$ cat config.mk
export PLATFORM = sky130hd
export DESIGN_NAME = wb_interconnect_rr_nxm
export DESIGN_NICKNAME = d
export VERILOG_FILES = /design/src/rtl/wb_interconnect_rr_nxm.sv
export SDC_FILE = /design/constraint.sdc
export NUM_CORES = 1
export LEC_CHECK = 0
export CAP_MARGIN = 20
export CORE_AREA = 2 2 166 168
export CTS_BUF_LIST = sky130_fd_sc_hd__clkbuf_8
export DETAILED_ROUTE_END_ITERATION = 8
export DIE_AREA = 0 0 168 170
export SYNTH_ARGS = -nofsm -noshare
export SYNTH_HDL_FRONTEND = slang
export SYNTH_SLANG_ARGS = --single-unit
$ cat constraint.sdc
create_clock -name clock -period 2.8 [get_ports clock]
set_input_delay 0.7 -clock clock [delete_from_list [all_inputs] [get_ports clock]]
set_output_delay 0.7 -clock clock [all_outputs]
set_load 0.05 [all_outputs]
$ cat src/rtl/wb_interconnect_rr_nxm.sv
// wb_interconnect_rr_nxm
// Wishbone classic N-initiator x M-target crossbar. Every target owns a
// round-robin arbiter whose grant stays locked for the whole cyc of the
// initiator that won it. Unmapped addresses are answered locally with one
// err cycle.
// Optional build macro: WB_IC_TIMEOUT_EN adds a per-target response timeout
// that errors the owning initiator after TIMEOUT_CYCLES stalled cycles.
//
// Per-initiator FSM
//   state    | meaning
//   ---------+----------------------------------------------------------
//   S_IDLE   | no access pending; decodes the address on cyc&stb
//   S_REQ    | mapped access waiting for the decoded target's grant
//   S_ACTIVE | owns a target; all signals routed there until cyc drops
//   S_ERR    | unmapped access; err driven for this single cycle
module wb_interconnect_rr_nxm #(
    parameter int WB_ADDR_WIDTH = 32,
    parameter int WB_DATA_WIDTH = 32,
    parameter int N_INITIATORS  = 2,
    parameter int N_TARGETS     = 2,
    parameter logic [N_TARGETS*WB_ADDR_WIDTH-1:0] T_ADR_MASK = {N_TARGETS{32'hF000_0000}},
    parameter logic [N_TARGETS*WB_ADDR_WIDTH-1:0] T_ADR      = {32'h1000_0000, 32'h0000_0000},
    parameter int TIMEOUT_CYCLES = 64
) (
    input  logic                                     clock,
    input  logic                                     reset,
    input  logic [N_INITIATORS*WB_ADDR_WIDTH-1:0]    adr,
    input  logic [N_INITIATORS*WB_DATA_WIDTH-1:0]    dat_w,
    output logic [N_INITIATORS*WB_DATA_WIDTH-1:0]    dat_r,
    input  logic [N_INITIATORS-1:0]                  cyc,
    input  logic [N_INITIATORS-1:0]                  stb,
    input  logic [N_INITIATORS-1:0]                  we,
    input  logic [N_INITIATORS*WB_DATA_WIDTH/8-1:0]  sel,
    output logic [N_INITIATORS-1:0]                  ack,
    output logic [N_INITIATORS-1:0]                  err,
    output logic [N_TARGETS*WB_ADDR_WIDTH-1:0]       tadr,
    output logic [N_TARGETS*WB_DATA_WIDTH-1:0]       tdat_w,
    output logic [N_TARGETS-1:0]                     tcyc,
    output logic [N_TARGETS-1:0]                     tstb,
    output logic [N_TARGETS-1:0]                     twe,
    output logic [N_TARGETS*WB_DATA_WIDTH/8-1:0]     tsel,
    input  logic [N_TARGETS*WB_DATA_WIDTH-1:0]       tdat_r,
    input  logic [N_TARGETS-1:0]                     tack,
    input  logic [N_TARGETS-1:0]                     terr
);

    localparam int AW = WB_ADDR_WIDTH;
    localparam int DW = WB_DATA_WIDTH;
    localparam int SW = DW / 8;
    localparam int NI = N_INITIATORS;
    localparam int NT = N_TARGETS;
    localparam int IW = (NI > 1) ? $clog2(NI) : 1;
    localparam int TW = (NT > 1) ? $clog2(NT) : 1;

    if (NI < 1 || NI > 16 || NT < 1 || NT > 16 || TIMEOUT_CYCLES < 1) begin : g_param_check
        $error("wb_interconnect_rr_nxm: port counts must be 1..16 and TIMEOUT_CYCLES >= 1");
    end

    typedef enum logic [1:0] {S_IDLE, S_REQ, S_ACTIVE, S_ERR} state_t;

    state_t          state_q   [NI];
    logic [TW-1:0]   tgt_q     [NI];
    logic [NT-1:0]   gnt_vld_q;
    logic [IW-1:0]   gnt_idx_q [NT];
    logic [IW-1:0]   ptr_q     [NT];

    logic [NI-1:0]   dec_hit;
    logic [TW-1:0]   dec_tgt   [NI];
    logic [NT-1:0]   arb_vld;
    logic [IW-1:0]   arb_idx   [NT];
    logic [NT-1:0]   to_hit;

    // Address decode: lowest-index matching target wins, so scan downwards.
    always_comb begin
        for (int i = 0; i < NI; i++) begin
            dec_hit[i] = 1'b0;
            dec_tgt[i] = '0;
            for (int t = NT - 1; t >= 0; t--) begin
                if ((adr[i*AW +: AW] & T_ADR_MASK[t*AW +: AW]) ==
                    (T_ADR[t*AW +: AW] & T_ADR_MASK[t*AW +: AW])) begin
                    dec_hit[i] = 1'b1;
                    dec_tgt[i] = TW'(t);
                end
            end
        end
    end

    // Round-robin pick for idle targets: first requester at or after the pointer.
    always_comb begin
        int j;
        j = 0;
        for (int t = 0; t < NT; t++) begin
            arb_vld[t] = 1'b0;
            arb_idx[t] = '0;
            if (!gnt_vld_q[t]) begin
                for (int k = NI - 1; k >= 0; k--) begin
                    j = int'(ptr_q[t]) + k;
                    if (j >= NI) j = j - NI;
                    if (state_q[j] == S_REQ && cyc[j] && tgt_q[j] == TW'(t)) begin
                        arb_vld[t] = 1'b1;
                        arb_idx[t] = IW'(j);
                    end
                end
            end
        end
    end

    // Initiator FSMs and per-target grant/pointer state.
    always_ff @(posedge clock) begin
        if (!reset) begin
            for (int i = 0; i < NI; i++) begin
                state_q[i] <= S_IDLE;
                tgt_q[i]   <= '0;
            end
            gnt_vld_q <= '0;
            for (int t = 0; t < NT; t++) begin
                gnt_idx_q[t] <= '0;
                ptr_q[t]     <= '0;
            end
        end else begin
            for (int t = 0; t < NT; t++) begin
                if (gnt_vld_q[t]) begin
                    // Release only; a waiting requester is picked on the next cycle.
                    if (!cyc[gnt_idx_q[t]]) begin
                        gnt_vld_q[t] <= 1'b0;
                        ptr_q[t]     <= (int'(gnt_idx_q[t]) == NI - 1) ? '0 : gnt_idx_q[t] + 1'b1;
                    end
                end else if (arb_vld[t]) begin
                    gnt_vld_q[t] <= 1'b1;
                    gnt_idx_q[t] <= arb_idx[t];
                end
            end
            for (int i = 0; i < NI; i++) begin
                case (state_q[i])
                    S_IDLE: begin
                        if (cyc[i] && stb[i]) begin
                            if (dec_hit[i]) begin
                                tgt_q[i]   <= dec_tgt[i];
                                state_q[i] <= S_REQ;
                            end else begin
                                state_q[i] <= S_ERR;
                            end
                        end
                    end
                    S_REQ: begin
                        if (!cyc[i])
                            state_q[i] <= S_IDLE;
                        else if (arb_vld[tgt_q[i]] && arb_idx[tgt_q[i]] == IW'(i))
                            state_q[i] <= S_ACTIVE;
                    end
                    S_ACTIVE: begin
                        if (!cyc[i]) state_q[i] <= S_IDLE;
                    end
                    S_ERR:   state_q[i] <= S_IDLE;
                    default: state_q[i] <= S_IDLE;
                endcase
            end
        end
    end

`ifdef WB_IC_TIMEOUT_EN
    localparam int CW = $clog2(TIMEOUT_CYCLES + 1);

    logic [CW-1:0] to_cnt_q [NT];

    // Timeout fires in the cycle the stall count reaches the limit.
    always_comb begin
        for (int t = 0; t < NT; t++)
            to_hit[t] = gnt_vld_q[t] && (to_cnt_q[t] == CW'(TIMEOUT_CYCLES));
    end

    // Count stalled strobe cycles; any response, a fired timeout or grant loss clears it.
    always_ff @(posedge clock) begin
        for (int t = 0; t < NT; t++) begin
            if (!reset || !gnt_vld_q[t] || tack[t] || terr[t] || to_hit[t])
                to_cnt_q[t] <= '0;
            else if (tcyc[t] && stb[gnt_idx_q[t]])
                to_cnt_q[t] <= to_cnt_q[t] + 1'b1;
        end
    end
`else
    assign to_hit = '0;
`endif

    // Combinational routing between each granted initiator and its target.
    always_comb begin
        int oi;
        oi     = 0;
        tadr   = '0;
        tdat_w = '0;
        tsel   = '0;
        twe    = '0;
        tcyc   = '0;
        tstb   = '0;
        ack    = '0;
        err    = '0;
        dat_r  = '0;
        for (int t = 0; t < NT; t++) begin
            if (gnt_vld_q[t]) begin
                oi = int'(gnt_idx_q[t]);
                tadr[t*AW +: AW]   = adr[oi*AW +: AW];
                tdat_w[t*DW +: DW] = dat_w[oi*DW +: DW];
                tsel[t*SW +: SW]   = sel[oi*SW +: SW];
                twe[t]             = we[oi];
                tcyc[t]            = cyc[oi];
                tstb[t]            = stb[oi] & ~to_hit[t];
                ack[oi]            = tack[t];
                err[oi]            = terr[t] | to_hit[t];
                dat_r[oi*DW +: DW] = tdat_r[t*DW +: DW];
            end
        end
        for (int i = 0; i < NI; i++) begin
            if (state_q[i] == S_ERR) err[i] = 1'b1;
        end
    end

endmodule

=== After elaboration in Yosys (flattened, before gate mapping) ===
Memories as Yosys holds them, arrays and structs flattened.
Index checks and enable logic that the tools add are counted.

* Word-level logic and storage cells: 279
* Flip-flop bits (word level): 2
* Memories: 4
* Memory bits (writable): 10
* Input bits: 212

* Equality and inequality tests: 12
* Add/subtract/negate cells: 10
* Bitwise logic cells: 26
* Shift-type cells: 10
* Magnitude comparators: 18
* Multiplexer cells: 180
* Reduce and logical (&&, ||, !) cells: 18

{| class="wikitable"
|+ Memory list
! name !! depth !! bits a word !! read ports !! clocked after memory_dff !! wr ports !! line !! RTL
|-
| state_q || 2 || 2 || 6 || 0 || 2 || 61 || <nowiki>state_t state_q [NI];</nowiki>
|-
| gnt_idx_q || 2 || 1 || 2 || 0 || 2 || 64 || <nowiki>logic [IW-1:0] gnt_idx_q [NT];</nowiki>
|-
| ptr_q || 2 || 1 || 2 || 0 || 2 || 65 || <nowiki>logic [IW-1:0] ptr_q [NT];</nowiki>
|-
| tgt_q || 2 || 1 || 6 || 0 || 2 || 62 || <nowiki>logic [TW-1:0] tgt_q [NI];</nowiki>
|}

{| class="wikitable"
|+ Operator list
! operator !! number
|-
| two-way mux 32 bit || 12
|-
| indexed part select 64 x 7 -> 32 bit || 4
|-
| two-way mux 1 bit || 143
|-
| < comparator 32 x 3 -> 1 bit (second input constant) || 4
|-
| two-way mux 64 bit || 2
|-
| variable shift 32 x 33 -> 64 bit (first input constant) || 2
|-
| indexed part select 32 x 33 -> 64 bit || 2
|-
| negation 6 -> 33 bit || 2
|-
| AND 64 bit || 1
|-
| bitwise mux 64 bit || 1
|-
| logical NOT 32 bit || 2
|-
| two-way mux 2 bit || 16
|-
| bitwise OR 1 bit || 18
|-
| indexed part select 8 x 4 -> 4 bit || 2
|-
| logical AND 1 bit || 14
|-
| == test 2 x 1 -> 1 bit (second input constant) || 6
|-
| < comparator 1 x 2 -> 1 bit (second input constant) || 6
|-
| == test 2 bit (second input constant) || 4
|-
| == test 4 x 1 -> 1 bit (second input constant) || 2
|-
| greater-or-equal comparator 2 bit (second input constant) || 4
|-
| two-way mux 4 bit || 2
|-
| subtractor 1 x 2 -> 3 bit (second input constant) || 2
|-
| subtractor 2 x 2 -> 3 bit (second input constant) || 2
|-
| adder 1 x 1 -> 2 bit (second input constant) || 2
|-
| other kinds (9) || 19
|}

=== Logic depth before layout (Yosys ltp) ===
An unclocked memory read counts as a cell.

* Depth in word-level cells: 26
* Depth in mapped cells: 6
* Depth with buffers taken out: 4

=== Worst setup path after synthesis ===
No wires, ideal clock.

* Path kind: flip-flop to output port
* Start point: memory gnt_idx_q[0][0] (netlist name)
* End point: output port tadr[0]
* Arrival: 1.612 ns
* Stages on the path, launching flop included: 5
* Required time: 2.100 ns
* Path slack: 0.488 ns
* Cells stage by stage: edfxtp_1 > buf_2 > buf_4 > mux2i_1 > nor2b_1

{| class="wikitable"
|+ RTL lines
! item !! line !! RTL
|-
| start: declaration || 64 ||
|-
| end: declaration || 36 || <nowiki>output logic [N_TARGETS*WB_ADDR_WIDTH-1:0] tadr,</nowiki>
|}

=== Worst setup path in the final report ===
* Start point: register gnt_vld_q[1]
* End point: output port dat_r[13]

* Cells in the longest elaborated chain, start to end: 1

{| class="wikitable"
|+ Ends and longest elaborated chain
! item !! line !! RTL
|-
| start: declaration || 63 || <nowiki>logic [NT-1:0] gnt_vld_q;</nowiki>
|-
| start signal: assignment || 115 || <nowiki>gnt_vld_q <= '0;</nowiki>
|-
| start signal: indexed assignment || 125 || <nowiki>gnt_vld_q[t] <= 1'b0;</nowiki>
|-
| start signal: indexed assignment || 129 || <nowiki>gnt_vld_q[t] <= 1'b1;</nowiki>
|-
| two-way mux 64 bit || 199 || <nowiki>if (gnt_vld_q[t]) begin</nowiki>
|-
| end: declaration || 29 || <nowiki>output logic [N_INITIATORS*WB_DATA_WIDTH-1:0] dat_r,</nowiki>
|}

No other way between the ends.

==> reports/results.ini <==
[routing]
drc = 0
drt_wl_total_mm = 21.6
num_vias = 5312
dr.pass1.iters = 5
drtIter0Drc = 166
antenna_left = 0
vias_per_cell = 4.36
wl_per_cell_um = 17.7

[clocking]
cts_tree = done
root_buffer = clkbuf_8
numClockSinks = 12
cts_buffer_depth = 2
cts_buffers = 3
clk_latency_ns = 0.24
clk_pin_slew_ns = 0.05
cts_setup_buffers = 0
post_cts_resize_count = 0
cts_max_level = 1
cts_hold_buf = 0

[finish]
final_layout_size_suffix_gt1_frac = 0.271
final_core_util = 0.378
multi_input_area_um2 = 3150
nNetsFinal = 1090
diodes = 0
fillCellCount = 2635
area_delta_synth_final_pct = 165
layout_commonest_cell = clkdlybuf4s50_1
mostFrequentLayoutCells = 211 x clkdlybuf4s50_1, 181 x buf_12, 143 x mux2i_1, 77 x nor2_1, 71 x nor2b_1
seq_area_um2 = 342

[synthesis]
synth_edf_count = 10
ys_seq_area_frac = 0.0895
netlist_instances = 481
synth_fa_ha_area_frac = 0.00263
synth_top_family_by_area = multiplexers
synth_cell_types = 43
avgSynthCellArea_um2 = 7.90
syn_area_um2 = 3800
synth_ff_type = edfxtp_1
async_reset_ff_frac = 0
synthSimpleGateAreaFrac = 0.254
ys.warnings.count = 0
syn-num-nets = 693
synth_compound_area_frac = 0.196
synth_seq_cells = 12
synth_mux_area_frac = 0.377
synth_xor_area_frac = 0

[setup_path]
worstPathMaxFanout = 28
cp_common_cell = buf_4
crit_path_start_kind = flip-flop
ff2ff_path_depth = 5
r2r_end = ptr_q[0][0]
arrival_ns = 1.94
end_kind = primary output
worstReg2RegStart = gnt_idx_q[0][1]
cp_slowest_cell = dfxtp_1
path_cells = nor2b_4, buf_4, buf_4, a22o_1, buf_12
crit_buf_inv = 3
crit_type = flip-flop to primary output
path_delay_family = buffers and inverters
rrSetupSlack_ns = 1.06
cp.required_ns = 2.10
slowest_delay_ns = 0.45

[pwr]
p_leak_nw = 4.01
p_switching_mw = 1.28
p_sw_frac = 0.471
pwr-share-comb = 0.846
peakVddDrop_mv = 0.149
power_frac_clock = 0.059
internal-power_mw = 1.44
p_seq_frac = 0.095
p_per_area_nw_per_um2 = 270

[hold_path]
hp-class = flip-flop to flip-flop
min_from = gnt_vld_q[1]
timing.hold.worst_path_depth = 2
hold_end = gnt_vld_q[1]

[sta]
min_period_ns = 2.64
period_share = 0.942
hold_viol_final = 0
maxSlewViolCount = 0
report.final.setup_viol = 0
rsz0062_at_grt = no
tightestPinTransition_ns = 0.567
relSlewSlack = 0.622
fin_tns_setup_ns = 0
finClkSkew_ns = 0.00484
fmax_ghz = 0.379

[status]
status = completed

[global_route]
grt_max_degree = 73
grt_pass1_wl_mm = 32.1
grt_pass1_vias = 5429
grt_use_total = 0.142
antenna_found_initial = 0
overflow = 0

[floorplan]
start_util = 0.143
rows = 60
dieHeight_um = 170
dieArea_um2 = 28600
die_w_um = 168
io_pins = 422
core-area_um2 = 26700

[place]
gp_congestion = 0.781
hpwl_mm = 17.6
io_buffers = 421

[flow_run]
maxCapViolations = 0

-- worst max path at each step --
stage / startpoint / endpoint / slack [ns] / cells past startpoint
after floorplan: gnt_idx_q[0][0] / tadr[0] / 0.49 / 4
after global placement: terr[1] / err[1] / 0.22 / 4
after detailed placement: cyc[0] / tcyc[0] / 0.22 / 5
after CTS: gnt_vld_q[1] / dat_r[60] / 0.15 / 4
after global routing: gnt_vld_q[1] / dat_r[13] / 0.0009 / 5
final: gnt_vld_q[1] / dat_r[13] / 0.16 / 5
-- routing by layer --
metal  global-route usage  up-vias  wire length, um
li1                     -     2549                -
met1                0.155     2481             7920
met2                0.272      268            11300
met3               0.0435       14             2090
met4               0.0216        0              328
met5                    0        -                0
-- cells by family (layout without fill, tap and decap cells) --
group | count (synthesis) | in the layout
buf+inv | 55 | 451
simple gates | 183 | 183
flops | 12 | 12
mux | 143 | 143
fa+ha+maj | 1 | 1
compound gates | 87 | 87
-- synthesized netlist by cell type (3+ instances only) --
| master | instances | area [um2] |
|---|---|---|
| and3_1 | 3 | 18.8 |
| edfxtp_1 | 10 | 300 |
| buf_2 | 11 | 55.1 |
| a21o_1 | 3 | 22.5 |
| nor2b_1 | 71 | 444 |
| inv_1 | 8 | 30.0 |
| a22o_1 | 66 | 578 |
| nand2_1 | 12 | 45.0 |
| mux2i_1 | 143 | 1430 |
| nor2_1 | 77 | 289 |
| o21ai_0 | 3 | 15.0 |
| a21oi_1 | 3 | 15.0 |
| o21ai_1 | 3 | 15.0 |
| buf_6 | 7 | 78.8 |
| clkbuf_1 | 18 | 67.6 |
| buf_4 | 9 | 67.6 |
-- power by group through the flow --
stage	clock network (mW)	registers [mW]	logic, mW
floorplan	0	0.241	1.15
global placement	0	0.262	2.30
detailed placement	0	0.260	2.32
CTS	0.162	0.257	2.32
global route	0.174	0.260	2.41
finish	0.160	0.258	2.30
-- registers in the layout (all words and copies together), names as in the netlist --
name	flops
gnt_idx_q	2
gnt_vld_q	2
ptr_q	2
state_q	4
tgt_q	2
-- worst register-to-register path, delay by kind of cell, from the launching register on --
| family | cells | cell delay [ns] |
|---|---|---|
| compound gates | 1 | 0.20 |
| flops | 1 | 0.44 |
| simple gates | 2 | 0.18 |
| buf+inv | 1 | 0.48 |
| mux | 1 | 0.31 |
-- final cells by class --
cell class,instances,area share
clock buffer,3,0.00410
timing repair buffer,438,0.603
tap,341,0.0423
clock inverter,1,0.000372
inverter,9,0.00335
multi-input combinational,414,0.313
sequential,12,0.0339
-- through the flow --
stage,std cells,worst slack [ns],hold slack [ns],cell area [um2],power (mW)
after floorplan,481,0.488,0.580,3800,1.39
after CTS,1218,0.152,0.644,10100,2.74
final,1218,0.162,0.639,10100,2.72
after detailed placement,1214,0.222,0.633,10000,2.58
after global routing,1218,0.000864,0.698,10100,2.84
after global placement,1214,0.223,0.652,10000,2.57
Note: power is estimated with default switching activity, not from simulation.
==> edit 1: new RTL, same settings <==
Change the parameter `WB_DATA_WIDTH` from 32 to 40.
--- a/src/rtl/wb_interconnect_rr_nxm.sv
+++ b/src/rtl/wb_interconnect_rr_nxm.sv
@@ -17,3 +17,3 @@
     parameter int WB_ADDR_WIDTH = 32,
-    parameter int WB_DATA_WIDTH = 32,
+    parameter int WB_DATA_WIDTH = 40,
     parameter int N_INITIATORS  = 2,
Ports: changed (6 resized); port bits go from 422 to 490. No check against the original RTL was run, so the function may have changed too.
==> edit 1 against the original RTL <==
Synthesized cell count grew 12%; cell area grew 16%; sequential cell count is the same; hold slack gained 0.056 ns; synthesized area grew 6.3%; power grew 31%; global-route usage grew 2.2 points; setup slack lost 0.013 ns; final cell count grew 9.6%; wire length grew 17%; first-iteration DRC count grew 43%; combinational power grew 36%; non-clock buffer count grew 65; highest routed layer unchanged.
==> edit 1: results (changes against the original RTL) <==
Post-CTS Setup Bufs=0 (unchanged); WHS=0.695 ns (+0.0558 ns); Max FO, Critical Path=40 (+43%); DRT Pass-1 Iters=4 (-1); met2 usage=31.2% (+4.1 points); Hold Crit Depth=1 (-1); Worst path max stage delay=0.47 ns (+0.02 ns); Yosys warnings=0 (unchanged); gr usage total=16.3% (+2.2 points); register area share after synthesis=8.43% (-0.53 points); DR WL/cell=18.9 µm (+6.5%); Worst VDD drop=0.000175 V (+18%); Via Count=6,060 (+14%); largest net degree at the start of global routing=82 (+12%); R2R Path Start=gnt_idx_q[0][1]; syn nets=787 (+14%); Worst Hold End=gnt_idx_q[0][0]; Global Route met3 Usage=3.84% (-0.51 points); min-delay src=gnt_vld_q[0]; Synth Flop Type=edfxtp_1; Worst Skew=0.00589 ns (+0.00106 ns); layout cells sized above 1=27.2% (about the same); status=completed; Nets=1,241 (+14%); routability cong.=0.804 (+2.9%); DR iter-0 viols=237 (+43%); Leakage=0.00462 µW (+15%); vias in the first global route=6,217 (+15%); TritonCTS buffer count=3 (unchanged); Port Buffer Count=489 (+16%); met1 Use GR=18.3% (+2.7 points); Final HPWL DP=21,100 µm (+19%); reg2reg end=ptr_q[0][1]; fillers=2,485 (-5.7%); Synth area leaders=mux2i_1, a22o_1, nor2_1, edfxtp_1, buf_6; global-route wire length before repair=36,800 µm (+15%); Yosys cell types=39 (-9.3%)
==> edit 1: cell types whose count changed in the layout (fill, tap and decap cells not counted), moves of 17 or more <==
cell,before,now
nor2_1,77,164
nor2b_1,71,1
buf_12,181,244
clkdlybuf4s50_1,211,245
buf_4,46,14
mux2i_1,143,160
==> edit 1: cells by family (layout without fill, tap and decap cells) <==
family,count (synthesis),after routing,share of synthesized area (%)
AND/OR/NAND/NOR,202,202,21.4
flip-flops,12,12,8.43
multiplexers,160,160,39.7
AO/OA/AOI/OAI,106,106,21.8
buffers and inverters,61,514,8.71
==> edit 1: final cells by class <==
type	count	area (µm²)	area share, %
timing repair buffer	503	7440	63.9
multi-input combinational	468	3360	28.8
tap	341	427	3.66
sequential	12	340	2.92
clock buffer	4	55.1	0.473
inverter	7	26.3	0.226
==> edit 1: per-stage QoR <==
stage | std cells | setup WS (ns) | util (%) | cell area [µm²] | total power, µW
after floorplan | 541 | 0.509 | - | 4040 | 1740
after detailed placement | 1331 | 0.270 | 43.5 | 11600 | 3400
final | 1335 | 0.150 | 43.7 | 11600 | 3570
after CTS | 1335 | 0.142 | 43.7 | 11600 | 3600
after global routing | 1335 | 0.0661 | 43.7 | 11600 | 3710
after global placement | 1331 | 0.248 | 43.5 | 11600 | 3390
==> edit 1: how the worst max path moves through the flow <==
stage | from | endpoint | slack [ns]
CTS | gnt_vld_q[1] | dat_r[57] | 0.14
detailed placement | adr[28] | tadr[28] | 0.27
global route | gnt_vld_q[1] | dat_r[57] | 0.07
global placement | adr[28] | tadr[60] | 0.25
floorplan | gnt_idx_q[0][0] | tadr[22] | 0.51
finish | gnt_vld_q[1] | dat_r[57] | 0.15
==> edit 1: power groups by stage <==
stage / logic, µW / registers [µW] / clock network (µW)
6_report: 3130 / 249 / 189
5_1_grt: 3250 / 254 / 201
4_1_cts: 3160 / 249 / 192
3_5_place_dp: 3150 / 252 / 0
3_3_place_gp: 3140 / 253 / 0
2_1_floorplan: 1500 / 239 / 0
==> edit 1: per-layer routing <==
| metal | part of all wire, % | routed length (µm) | vias to the layer above |
|---|---|---|---|
| li1 | - | - | 2887 |
| met1 | 38 | 9460 | 2817 |
| met2 | 53 | 13200 | 328 |
| met3 | 7.8 | 1960 | 28 |
| met4 | 2.2 | 552 | 0 |
| met5 | 0 | 0 | - |
==> edit 2: new RTL, same flow settings <==
Without the edit above. Register the output `err`, without a reset; this adds one clock of latency there. The other outputs are not delayed to match. Comments in the files are not updated.
--- a/src/rtl/wb_interconnect_rr_nxm.sv
+++ b/src/rtl/wb_interconnect_rr_nxm.sv
@@ -54,2 +54,4 @@
 
+    logic [N_INITIATORS-1:0] err_d;
+
     if (NI < 1 || NI > 16 || NT < 1 || NT > 16 || TIMEOUT_CYCLES < 1) begin : g_param_check
@@ -195,3 +197,3 @@
         ack    = '0;
-        err    = '0;
+        err_d  = '0;
         dat_r  = '0;
@@ -207,3 +209,3 @@
                 ack[oi]            = tack[t];
-                err[oi]            = terr[t] | to_hit[t];
+                err_d[oi]            = terr[t] | to_hit[t];
                 dat_r[oi*DW +: DW] = tdat_r[t*DW +: DW];
@@ -212,4 +214,8 @@
         for (int i = 0; i < NI; i++) begin
-            if (state_q[i] == S_ERR) err[i] = 1'b1;
-        end
+            if (state_q[i] == S_ERR) err_d[i] = 1'b1;
+        end
+    end
+
+    always_ff @(posedge clock) begin
+        err <= err_d;
     end
Function: changed (Yosys sat finds a counterexample within 4 cycles, from zero or initial values and one cycle with reset low).
==> edit 2 against the original RTL <==
Final cell count is 0.33% higher; clock power increased by 6%; sequential share of layout area increased by 0.30 points; wire length increased by 1.9%; synthesized cell count rose by 1.9%; first-iteration DRC count decreased by 22%; sequential power increased by 25%; power grew 45%; sequential cell count grew 2; synthesized area up 6.1%; setup slack improved by 0.025 ns; cell area increased by 3.0%.
==> edit 2: results (changes against the original RTL) <==
CP max-delay cell=edfxtp_1; WHS=0.670 ns (+0.0305 ns); Worst path max stage delay=0.50 ns (+0.05 ns); Worst Hold End=err[0]; Post-Syn Instances=490 (+1.9%); crit path DAT=1.91 ns (-0.03 ns); routability cong.=0.850 (+8.9%); Worst VDD drop=0.000151 V (+1.8%); initial antenna violation count=1 (+1); reg2reg end=state_q[1][0]; Placed Cells=1,218 (+0.33%); syn nets=702 (+1.3%); pre-CTS WS=0.238 ns (+0.0161 ns); Synth area leaders=mux2i_1, nor2b_1, a22o_1, edfxtp_1, buf_2; Via Count=5,411 (+1.9%); gr usage total=14.3% (+0.12 points); largest net degree at the start of global routing=58 (-21%); Leakage=0.00408 µW (+1.6%); Post-synth top cells=nor2b_1, mux2i_1, a22o_1, buf_2, clkbuf_1; vias in the first global route=5,646 (+4.0%); global-route wire length before repair=32,600 µm (+1.4%); min-delay src=state_q[0][0]; CP top delay family=flip-flops; status=completed; R2R Path Start=state_q[1][1]; layout cells sized above 1=26.4% (-0.69 points); DRT Pass-1 Iters=6 (+1); fin cells=1,222 (+0.33%)
edit 2: cell count changes after synthesis, moves of 3 or more:
cell     delta
nor2b_1    +73
nor2_1     -67
buf_2      +10
buf_4       -6
buf_6       -3
edit 2: tightest hold or removal path, cell delays in order, from the launching register on:
cell and delay, ns:
edfxtp_1 0.45, a222oi_1 0.14, inv_1 0.05
edit 2: cell families after synthesis:
group | share of synthesized area (%)
and+or+nand+nor | 29.4
muxes | 35.5
AOI/OAI and AO/OA | 19.0
buffers and inverters | 6.70
DFF | 9.43
edit 2: worst max-delay path by stage:
stage	startpoint	end	slack (ns)	depth (start not counted)
6_report	gnt_idx_q[0][1]	ack[1]	0.19	5
2_1_floorplan	gnt_vld_q[1]	tadr[32]	0.43	3
3_3_place_gp	cyc[1]	tcyc[0]	0.28	4
4_1_cts	gnt_idx_q[0][1]	ack[1]	0.17	5
3_5_place_dp	cyc[1]	tcyc[0]	0.24	4
5_1_grt	gnt_idx_q[0][1]	ack[1]	0.13	4
edit 2: final cells by class:
cell class                      instances  area, µm²  share of cell area [%]
Timing Repair Buffer                  435       6110                    58.9
Tap cell                              341        427                    4.11
Sequential cell                        14        383                    3.69
Clock buffer                            3       41.3                   0.398
Clock inverter                          1       3.75                  0.0362
Multi-Input combinational cell        422       3390                    32.7
Inverter                                6       22.5                   0.217
edit 2: layer usage:
metal	vias up	share of wire [%]	global-route usage, %
met3	24	8.6	3.60
met1	2528	36	15.5
li1	2569	-	-
met4	0	2.0	3.02
met2	290	53	27.8
met5	-	0	0
edit 2: report_power, final:
group	total [µW]	internal, µW	switching, µW
clock	169	97.2	71.9
combinational	3440	1630	1810
sequential	323	270	53.5
total	3930	2000	1930
